===== config.mk =====
export PLATFORM = sky130hd
export DESIGN_NAME = joy_splitter_scheduler_flat
export DESIGN_NICKNAME = d
export VERILOG_FILES = /design/src/rtl/joy_splitter_scheduler_if.sv /design/src/rtl/joy_splitter_scheduler.sv /design/src/flat_wrapper.sv
export SDC_FILE = /design/constraint.sdc
export NUM_CORES = 1
export LEC_CHECK = 0
export CORE_MARGIN = 8
export CORE_UTILIZATION = 58
export DETAILED_ROUTE_END_ITERATION = 8
export PLACE_DENSITY = 0.91
export SKIP_LAST_GASP = 1
export SYNTH_ARGS = -nofsm -noshare
export SYNTH_HDL_FRONTEND = slang
export SYNTH_SLANG_ARGS = --single-unit

===== constraint.sdc =====
create_clock -name clk -period 6.4 [get_ports clk]
set_input_delay 0.96 -clock clk [delete_from_list [all_inputs] [get_ports clk]]
set_output_delay 0.96 -clock clk [all_outputs]
set_load 0.05 [all_outputs]

===== src/rtl/joy_splitter_scheduler_if.sv =====
// joy_splitter_scheduler_if: joystick port, splitter control and decoded joystick words
interface joy_splitter_scheduler_if;
  logic       split_en;
  logic [5:0] db9_in;
  logic       joy_sel;
  logic [5:0] joy1_out;
  logic [5:0] joy2_out;
  logic       sample_strobe;
  logic       slot_b;
  modport master (output split_en, db9_in, input joy_sel, joy1_out, joy2_out, sample_strobe, slot_b);
  modport slave  (input split_en, db9_in, output joy_sel, joy1_out, joy2_out, sample_strobe, slot_b);
endinterface


===== src/rtl/joy_splitter_scheduler.sv =====
// joy_splitter_scheduler: time-multiplexes one DB9 port between two joysticks via a splitter select.
// Optional JOYSPLIT_DEBOUNCE_EN: per-slot two-sample agreement before an output bit changes.
module joy_splitter_scheduler #(
  parameter int SLOT_CYCLES   = 140000,
  parameter int SETTLE_CYCLES = 64
) (
  input logic                      clk,
  input logic                      rst,
  joy_splitter_scheduler_if.slave  js_io
);
  localparam int CW = $clog2(SLOT_CYCLES);
  localparam logic [CW-1:0] SETTLE = CW'(SETTLE_CYCLES);
  localparam logic [CW-1:0] LAST   = CW'(SLOT_CYCLES - 1);
  typedef enum logic [1:0] {PASS, SLOT_A, SLOT_B} state_t;
  state_t        state_q;
  logic [CW-1:0] cnt_q;
  logic          sel_q, stb_q;
  logic [5:0]    j1_q, j2_q, j1_d, j2_d;
`ifdef JOYSPLIT_DEBOUNCE_EN
  logic [5:0]    pa_q, pb_q;
  // a bit moves only when this sample agrees with the previous one of the same slot
  always_comb begin
    j1_d = (~(js_io.db9_in ^ pa_q) & js_io.db9_in) | ((js_io.db9_in ^ pa_q) & j1_q);
    j2_d = (~(js_io.db9_in ^ pb_q) & js_io.db9_in) | ((js_io.db9_in ^ pb_q) & j2_q);
  end
`else
  always_comb begin
    j1_d = js_io.db9_in;
    j2_d = js_io.db9_in;
  end
`endif
  always_ff @(posedge clk or posedge rst) begin
    if (rst) begin
      state_q <= PASS;
      cnt_q   <= '0;
      sel_q   <= 1'b0;
      stb_q   <= 1'b0;
      j1_q    <= 6'h3F;
      j2_q    <= 6'h3F;
`ifdef JOYSPLIT_DEBOUNCE_EN
      pa_q    <= 6'h3F;
      pb_q    <= 6'h3F;
`endif
    end else begin
      stb_q <= 1'b0;
      if (state_q == PASS || !js_io.split_en) begin
        // disable wins over any slot boundary or pending sample
        state_q <= js_io.split_en ? SLOT_A : PASS;
        cnt_q   <= '0;
        sel_q   <= 1'b0;
        j1_q    <= js_io.db9_in;
        j2_q    <= 6'h3F;
      end else begin
        cnt_q <= (cnt_q == LAST) ? '0 : cnt_q + 1'b1;
        if (cnt_q == LAST) begin
          state_q <= (state_q == SLOT_A) ? SLOT_B : SLOT_A;
          sel_q   <= ~sel_q;
        end
        if (cnt_q == SETTLE) begin
          stb_q <= 1'b1;
          if (state_q == SLOT_A) j1_q <= j1_d;
          else                   j2_q <= j2_d;
`ifdef JOYSPLIT_DEBOUNCE_EN
          if (state_q == SLOT_A) pa_q <= js_io.db9_in;
          else                   pb_q <= js_io.db9_in;
`endif
        end
      end
    end
  end
  assign js_io.joy_sel       = sel_q;
  assign js_io.slot_b        = sel_q;
  assign js_io.joy1_out      = j1_q;
  assign js_io.joy2_out      = j2_q;
  assign js_io.sample_strobe = stb_q;
endmodule


===== src/flat_wrapper.sv =====
// flat-port wrapper written by rule: the top's interface ports become plain ports
module joy_splitter_scheduler_flat 
#(
  parameter int SLOT_CYCLES   = 140000,
  parameter int SETTLE_CYCLES = 64
)
  (clk, rst, js_io_split_en, js_io_db9_in, js_io_joy_sel, js_io_joy1_out, js_io_joy2_out, js_io_sample_strobe, js_io_slot_b);
  joy_splitter_scheduler_if js_io_i ();
  input logic clk;
  input logic rst;
  input wire logic [$bits(js_io_i.split_en)-1:0] js_io_split_en;
  input wire logic [$bits(js_io_i.db9_in)-1:0] js_io_db9_in;
  output wire logic [$bits(js_io_i.joy_sel)-1:0] js_io_joy_sel;
  output wire logic [$bits(js_io_i.joy1_out)-1:0] js_io_joy1_out;
  output wire logic [$bits(js_io_i.joy2_out)-1:0] js_io_joy2_out;
  output wire logic [$bits(js_io_i.sample_strobe)-1:0] js_io_sample_strobe;
  output wire logic [$bits(js_io_i.slot_b)-1:0] js_io_slot_b;
  assign js_io_i.split_en = js_io_split_en;
  assign js_io_i.db9_in = js_io_db9_in;
  assign js_io_joy_sel = js_io_i.joy_sel;
  assign js_io_joy1_out = js_io_i.joy1_out;
  assign js_io_joy2_out = js_io_i.joy2_out;
  assign js_io_sample_strobe = js_io_i.sample_strobe;
  assign js_io_slot_b = js_io_i.slot_b;
  joy_splitter_scheduler #(.SLOT_CYCLES(SLOT_CYCLES), .SETTLE_CYCLES(SETTLE_CYCLES)) u_core (.clk(clk), .rst(rst), .js_io(js_io_i));
endmodule

* After elaboration in Yosys (flattened, before gate mapping) *
Cells that the tools add are included.

storage, ports and cells
  register bits = 34
  input port bits = 9
  output and inout bits = 15
  logic and storage cells = 36

operators by class
  $add $sub $neg = 1
  eq/ne operators = 4
  multiplexer cells = 16
  bitwise operators = 1
  reduce and logical (&&, ||, !) cells = 8

operator list
  operator                                               number
  two-way mux 18 bit                                     2
  two-way mux 6 bit                                      6
  adder 18 x 1 -> 18 bit, second input constant          1
  == test 18 bit, second input constant                  1
  == test 18 x 7 -> 1 bit, second input constant         1
  two-way mux 2 bit                                      3
  nonzero test 2 bit                                     3
  two-way mux 1 bit                                      5
  AND reduction 2 bit                                    2
  == test 2 x 1 -> 1 bit, second input constant          1
  logical NOT 2 bit                                      1
  inequality test 2 x 1 -> 1 bit, second input constant  1
  logical NOT 1 bit                                      1
  logical OR 1 bit                                       1
  NOT 1 bit                                              1

* Longest topological paths before layout *
  word-level depth = 4
  gate-level depth with buffers = 6
  mapped depth without buffers = 5

* Worst setup path before layout *
No wires, ideal clock.

  path kind = reg-to-reg
  start point = reg u_core.cnt_q[11]
  end point = reg u_core.j2_q[0] (netlist: u_core.js_io.joy2_out[0])
  library setup time = 84 ps
  data arrival time = 1929 ps
  data required time = 6316 ps
  setup slack = 4388 ps
  cell stages (with the launch flop) = 7
  buffers on the path = 2
  clock period less this slack = 2012 ps
  path through = dfrtp_1 -> or4_1 -> or2_1 -> buf_2 -> or3_1 -> buf_2 -> o32a_1

between the ends
  word-level cells in the longest chain between the ends = 3

RTL lines
  what                                  RTL line                      text
  start, declared                       joy_splitter_scheduler.sv:16  logic [CW-1:0] cnt_q;
  start signal, assigned                joy_splitter_scheduler.sv:54  cnt_q <= (cnt_q == LAST) ? '0 : cnt_q + 1'b1;
  == test 18 x 7 -> 1 bit               joy_splitter_scheduler.sv:59  if (cnt_q == SETTLE) begin
  nonzero test 2 bit (no source line)   --
  AND reduction 2 bit (no source line)  --
  end signal, assigned                  joy_splitter_scheduler.sv:62  else j2_q <= j2_d;
  end, declared                         joy_splitter_scheduler.sv:18  logic [5:0] j1_q, j2_q, j1_d, j2_d;

No other way between the ends.
A chain may end at the register's enable or synchronous reset.

* Worst setup path in the final report *
  start point = reg u_core.j1_q[3] (netlist: u_core.js_io.joy1_out[3])
  end point = out js_io_joy1_out[3]

RTL lines
  what                    RTL line                      text
  start, declared         joy_splitter_scheduler.sv:18
  start signal, assigned  joy_splitter_scheduler.sv:51  j1_q <= js_io.db9_in;
  start signal, assigned  joy_splitter_scheduler.sv:61  if (state_q == SLOT_A) j1_q <= j1_d;
  end, declared           flat_wrapper.sv:14            output wire logic [$bits(js_io_i.joy1_out)-1:0] js_io_joy1_out;

No word-level cell between the ends.

==> impl_metrics.csv <==
group,metric,value,unit
yosys,synth_async_sr_flop_share,100,%
clock_tree,hold_buffers,0,
drt,drtIter0Drc,144,
timing,worst_pin_slew,926,ps
timing,fin_worst_skew,16.7,ps
timing,setup_viol_count_final,0,
worst_hold_path,min_path_type,"flip-flop to flip-flop",
drt,dr.pass1.iters,4,
clock_tree,insertion_delay,350,ps
yosys,synth-seq-area-share,47.7,%
job,cap_violations,0,
yosys,synth_compound_area_share,12.3,%
power,p_leak,0.831,nW
yosys,yosys.area_share.xor_xnor,6.75,%
outcome,status,"finished, final reports clean",
clock_tree,htreeDepth,2,
timing,slew_viol_final,0,
timing,fmax,373,MHz
yosys,muxShareOfSynthArea,1.10,%
power,p_per_area,186,mW/mm²
worst_hold_path,min_to,"u_core.js_io.joy_sel$_DFFE_PP0P_",
finish,mostFrequentLayoutCells,"clkdlybuf4s50_1, dfrtp_1, nand2_1, nor2_1, dfstp_2",
power,power.share.switching,26.0,%
global_routing,top_usage_layer,"met2",
finish,ff_latch_area,866,µm²
floorplanning,initial_core_util,60.0,%
finish,nets,218,
floorplanning,io_pins,24,
clock_tree,cts_root_buffer,"clkbuf_4",
power,p_int,291,µW
yosys,synth_edf_count,0,
power,vdd_drop_max,0.000141,V
yosys,synth_ff_type,"dfrtp_1",
drt,wl_per_cell,16.7,µm
floorplanning,die_width,71.9,µm
timing,tns,0,ps
timing,fin_crit_sh,41.8,%
timing,fin_crit,2680,ps
clock_tree,path_clk_slew,110,ps
worst_setup_path,reg2reg_from,"u_core.cnt_q[11]$_DFF_PP0_",
clock_tree,cts.sinks,34,
worst_setup_path,critical_path_class,"flip-flop to output port",
floorplanning,design.die.area,0.00518,mm²
floorplanning,rows,20,
yosys,synthSimpleGateAreaFrac,26.9,%
yosys,yosys_warnings,0,
worst_setup_path,cp.arrival,1720,ps
finish,final_common_cell,"clkdlybuf4s50_1",
clock_tree,cts_tree,"done",
worst_setup_path,cp-end-kind,"output port",
global_routing,antenna_found_initial,0,
drt,drc_errors,0,
global_routing,use_met3,5.79,%
worst_setup_path,r2r_cells,4,
global_routing,grt.total_usage,16.9,%
global_routing,grt.met2_usage,27.0,%
drt,vias_per_cell,6.09,
clock_tree,cts_setup_buffers,0,
power,power,394,µW
drt,ant_nets,0,
yosys,synth_fp_nets,198,
timing,setup_ws,3720,ps
power,seq_power_share,57.3,%
worst_setup_path,cp_data_required_time,5440,ps
timing,relSlewSlack,37.9,%
worst_setup_path,r2r_slack,3980,ps
worst_setup_path,cp_max_fo,3,
timing,hold_viol,0,
place,numPortBuffers,23,
worst_hold_path,hold_start,"u_core.js_io.joy_sel$_DFFE_PP0P_",
yosys,synth.distinct_cells,38,
global_routing,grt-ovfl-total,0,
finish,nFillCells,243,
timing,rsz0062_at_grt,"false",
yosys,synth_seq_cells,34,
worst_hold_path,holdPathStages,2,
worst_setup_path,setup.worst_path.start_class,"flip-flop",
finish,final_util,70.0,%
place,hpwlAfterDp,3020,µm
worst_setup_path,max_stage_delay,800,ps
power,p_sw,102,µW
place,gp_congestion,0.924,
clock_tree,numCtsBuffers,5,
power,p_clk_share,31.5,%
worst_setup_path,worstPathCellList,"clkdlybuf4s50_1",
global_routing,grt_max_degree,35,
yosys,synthAdderAreaFrac,1.38,%
worst_setup_path,crit_buf_inv,1,
clock_tree,max-clock-path-buffers,2,
worst_setup_path,r2r_end,"u_core.cnt_q[17]$_DFF_PP0_",
worst_setup_path,crit_family,"buffers and inverters",
finish,drive_gt1_share,11.1,%
finish,area_growth,16.7,%
yosys,netlist_instances,187,
finish,antenna_cells,0,
global_routing,grt_pass1_vias,1465,
yosys,synth_top_family_by_area,"simple AND/OR/NAND/NOR gates",
finish,multiInputGateArea,878,µm²
yosys,postSynthAreaPerCell,9.71,µm²
yosys,synth.cell_area,0.00182,mm²
drt,wl,4210,µm
place,post-place-ws,3490,ps
global_routing,grtUsageMet1,19.3,%
power,combPwrFrac,11.2,%
worst_setup_path,critPathSlowestCell,"clkdlybuf4s50_1",
drt,vias,1535,
global_routing,grt_pass1_wl,6840,µm
floorplanning,core,0.00303,mm²
floorplanning,dieHeight,71.9,µm
clock_tree,cts_resized,0,
timing,worst_hold_slack,575,ps
## worst max path at each step
| stage | startpoint | end | slack (ps) | depth (start not counted) |
|---|---|---|---|---|
| 4_1_cts | u_core.js_io.joy1_out[3]$_DFFE_PP1P_ | js_io_joy1_out[3] | 3710 | 1 |
| 6_report | u_core.js_io.joy1_out[3]$_DFFE_PP1P_ | js_io_joy1_out[3] | 3720 | 1 |
| 3_5_place_dp | js_io_split_en | u_core.js_io.joy1_out[0]$_DFFE_PP1P_ | 3490 | 5 |
| 3_3_place_gp | js_io_split_en | u_core.cnt_q[17]$_DFF_PP0_ | 3610 | 4 |
| 5_1_grt | u_core.js_io.joy1_out[3]$_DFFE_PP1P_ | js_io_joy1_out[3] | 3670 | 1 |
| 2_1_floorplan | u_core.cnt_q[11]$_DFF_PP0_ | u_core.js_io.joy2_out[0]$_DFFE_PP1P_ | 4390 | 6 |
## cell type report
cell class / instances / share of cell area, %
multi-input cells: 136 / 41.4
clock inverters: 1 / 0.236
repair buffers: 24 / 11.2
well taps: 44 / 2.60
inverters: 6 / 1.06
clock buffers: 7 / 2.60
flip-flops and latches: 34 / 40.9
## sequential cells by signal, summed over array words and instances, names as in the netlist
name,cells
u_core.state_q,2
u_core.js_io.joy2_out,6
u_core.cnt_q,18
u_core.js_io.joy_sel,1
u_core.js_io.joy1_out,6
u_core.js_io.sample_strobe,1
## logic make-up after synthesis
kind of cell    count (synthesis)
xor+xnor                       14
simple gates                   92
mux                             2
flops                          34
fa+ha+maj                       2
buf+inv                        17
compound gates                 26
## worst min-delay path, stage by stage, from the launching register on
cell,delay [ps]
dfrtp_1,420
nand2_1,70
mux2i_1,60
## metal layers
metal  vias up  wire [µm]
met4         0         74
met5         -          0
met2        41       2100
li1        724          -
met3        10        241
met1       760       1790
## stage by stage
stage | cells | cell area (µm²)
after floorplan | 187 | 1820
after detailed placement | 244 | 2060
after global placement | 244 | 2060
after global routing | 252 | 2120
after CTS | 252 | 2120
final | 252 | 2120
## Yosys cell counts (2+ instances only)
master    number  area (µm²)
dfrtp_1       22         551
nand2_1       19        71.3
nor2_1        17        63.8
dfstp_2       12         315
and2_1         9        56.3
nand4_1        9        56.3
xnor2_1        9        78.8
and3_1         8        50.1
nand3_1        8        40.0
a221oi_1       6        52.6
clkbuf_1       6        22.5
inv_1          6        22.5
o311ai_0       6        52.6
o32a_1         6        60.1
nor3_1         5        25.0
nor4_1         5        31.3
xor2_1         5        43.8
buf_2          3        15.0
and4_1         2        17.5
ha_1           2        25.0
mux2i_1        2        20.0
o21ai_0        2        10.0
or3_1          2        12.5
or4_1          2        15.0
## power by group through the flow
stage               sequential (mW)  combinational, mW  clock (mW)
global route                  0.226             0.0480       0.138
floorplan                     0.240             0.0157           0
finish                        0.225             0.0442       0.124
CTS                           0.225             0.0444       0.127
global placement              0.229             0.0428           0
detailed placement            0.229             0.0442           0
No activity file was read; power rests on OpenSTA's default activity.
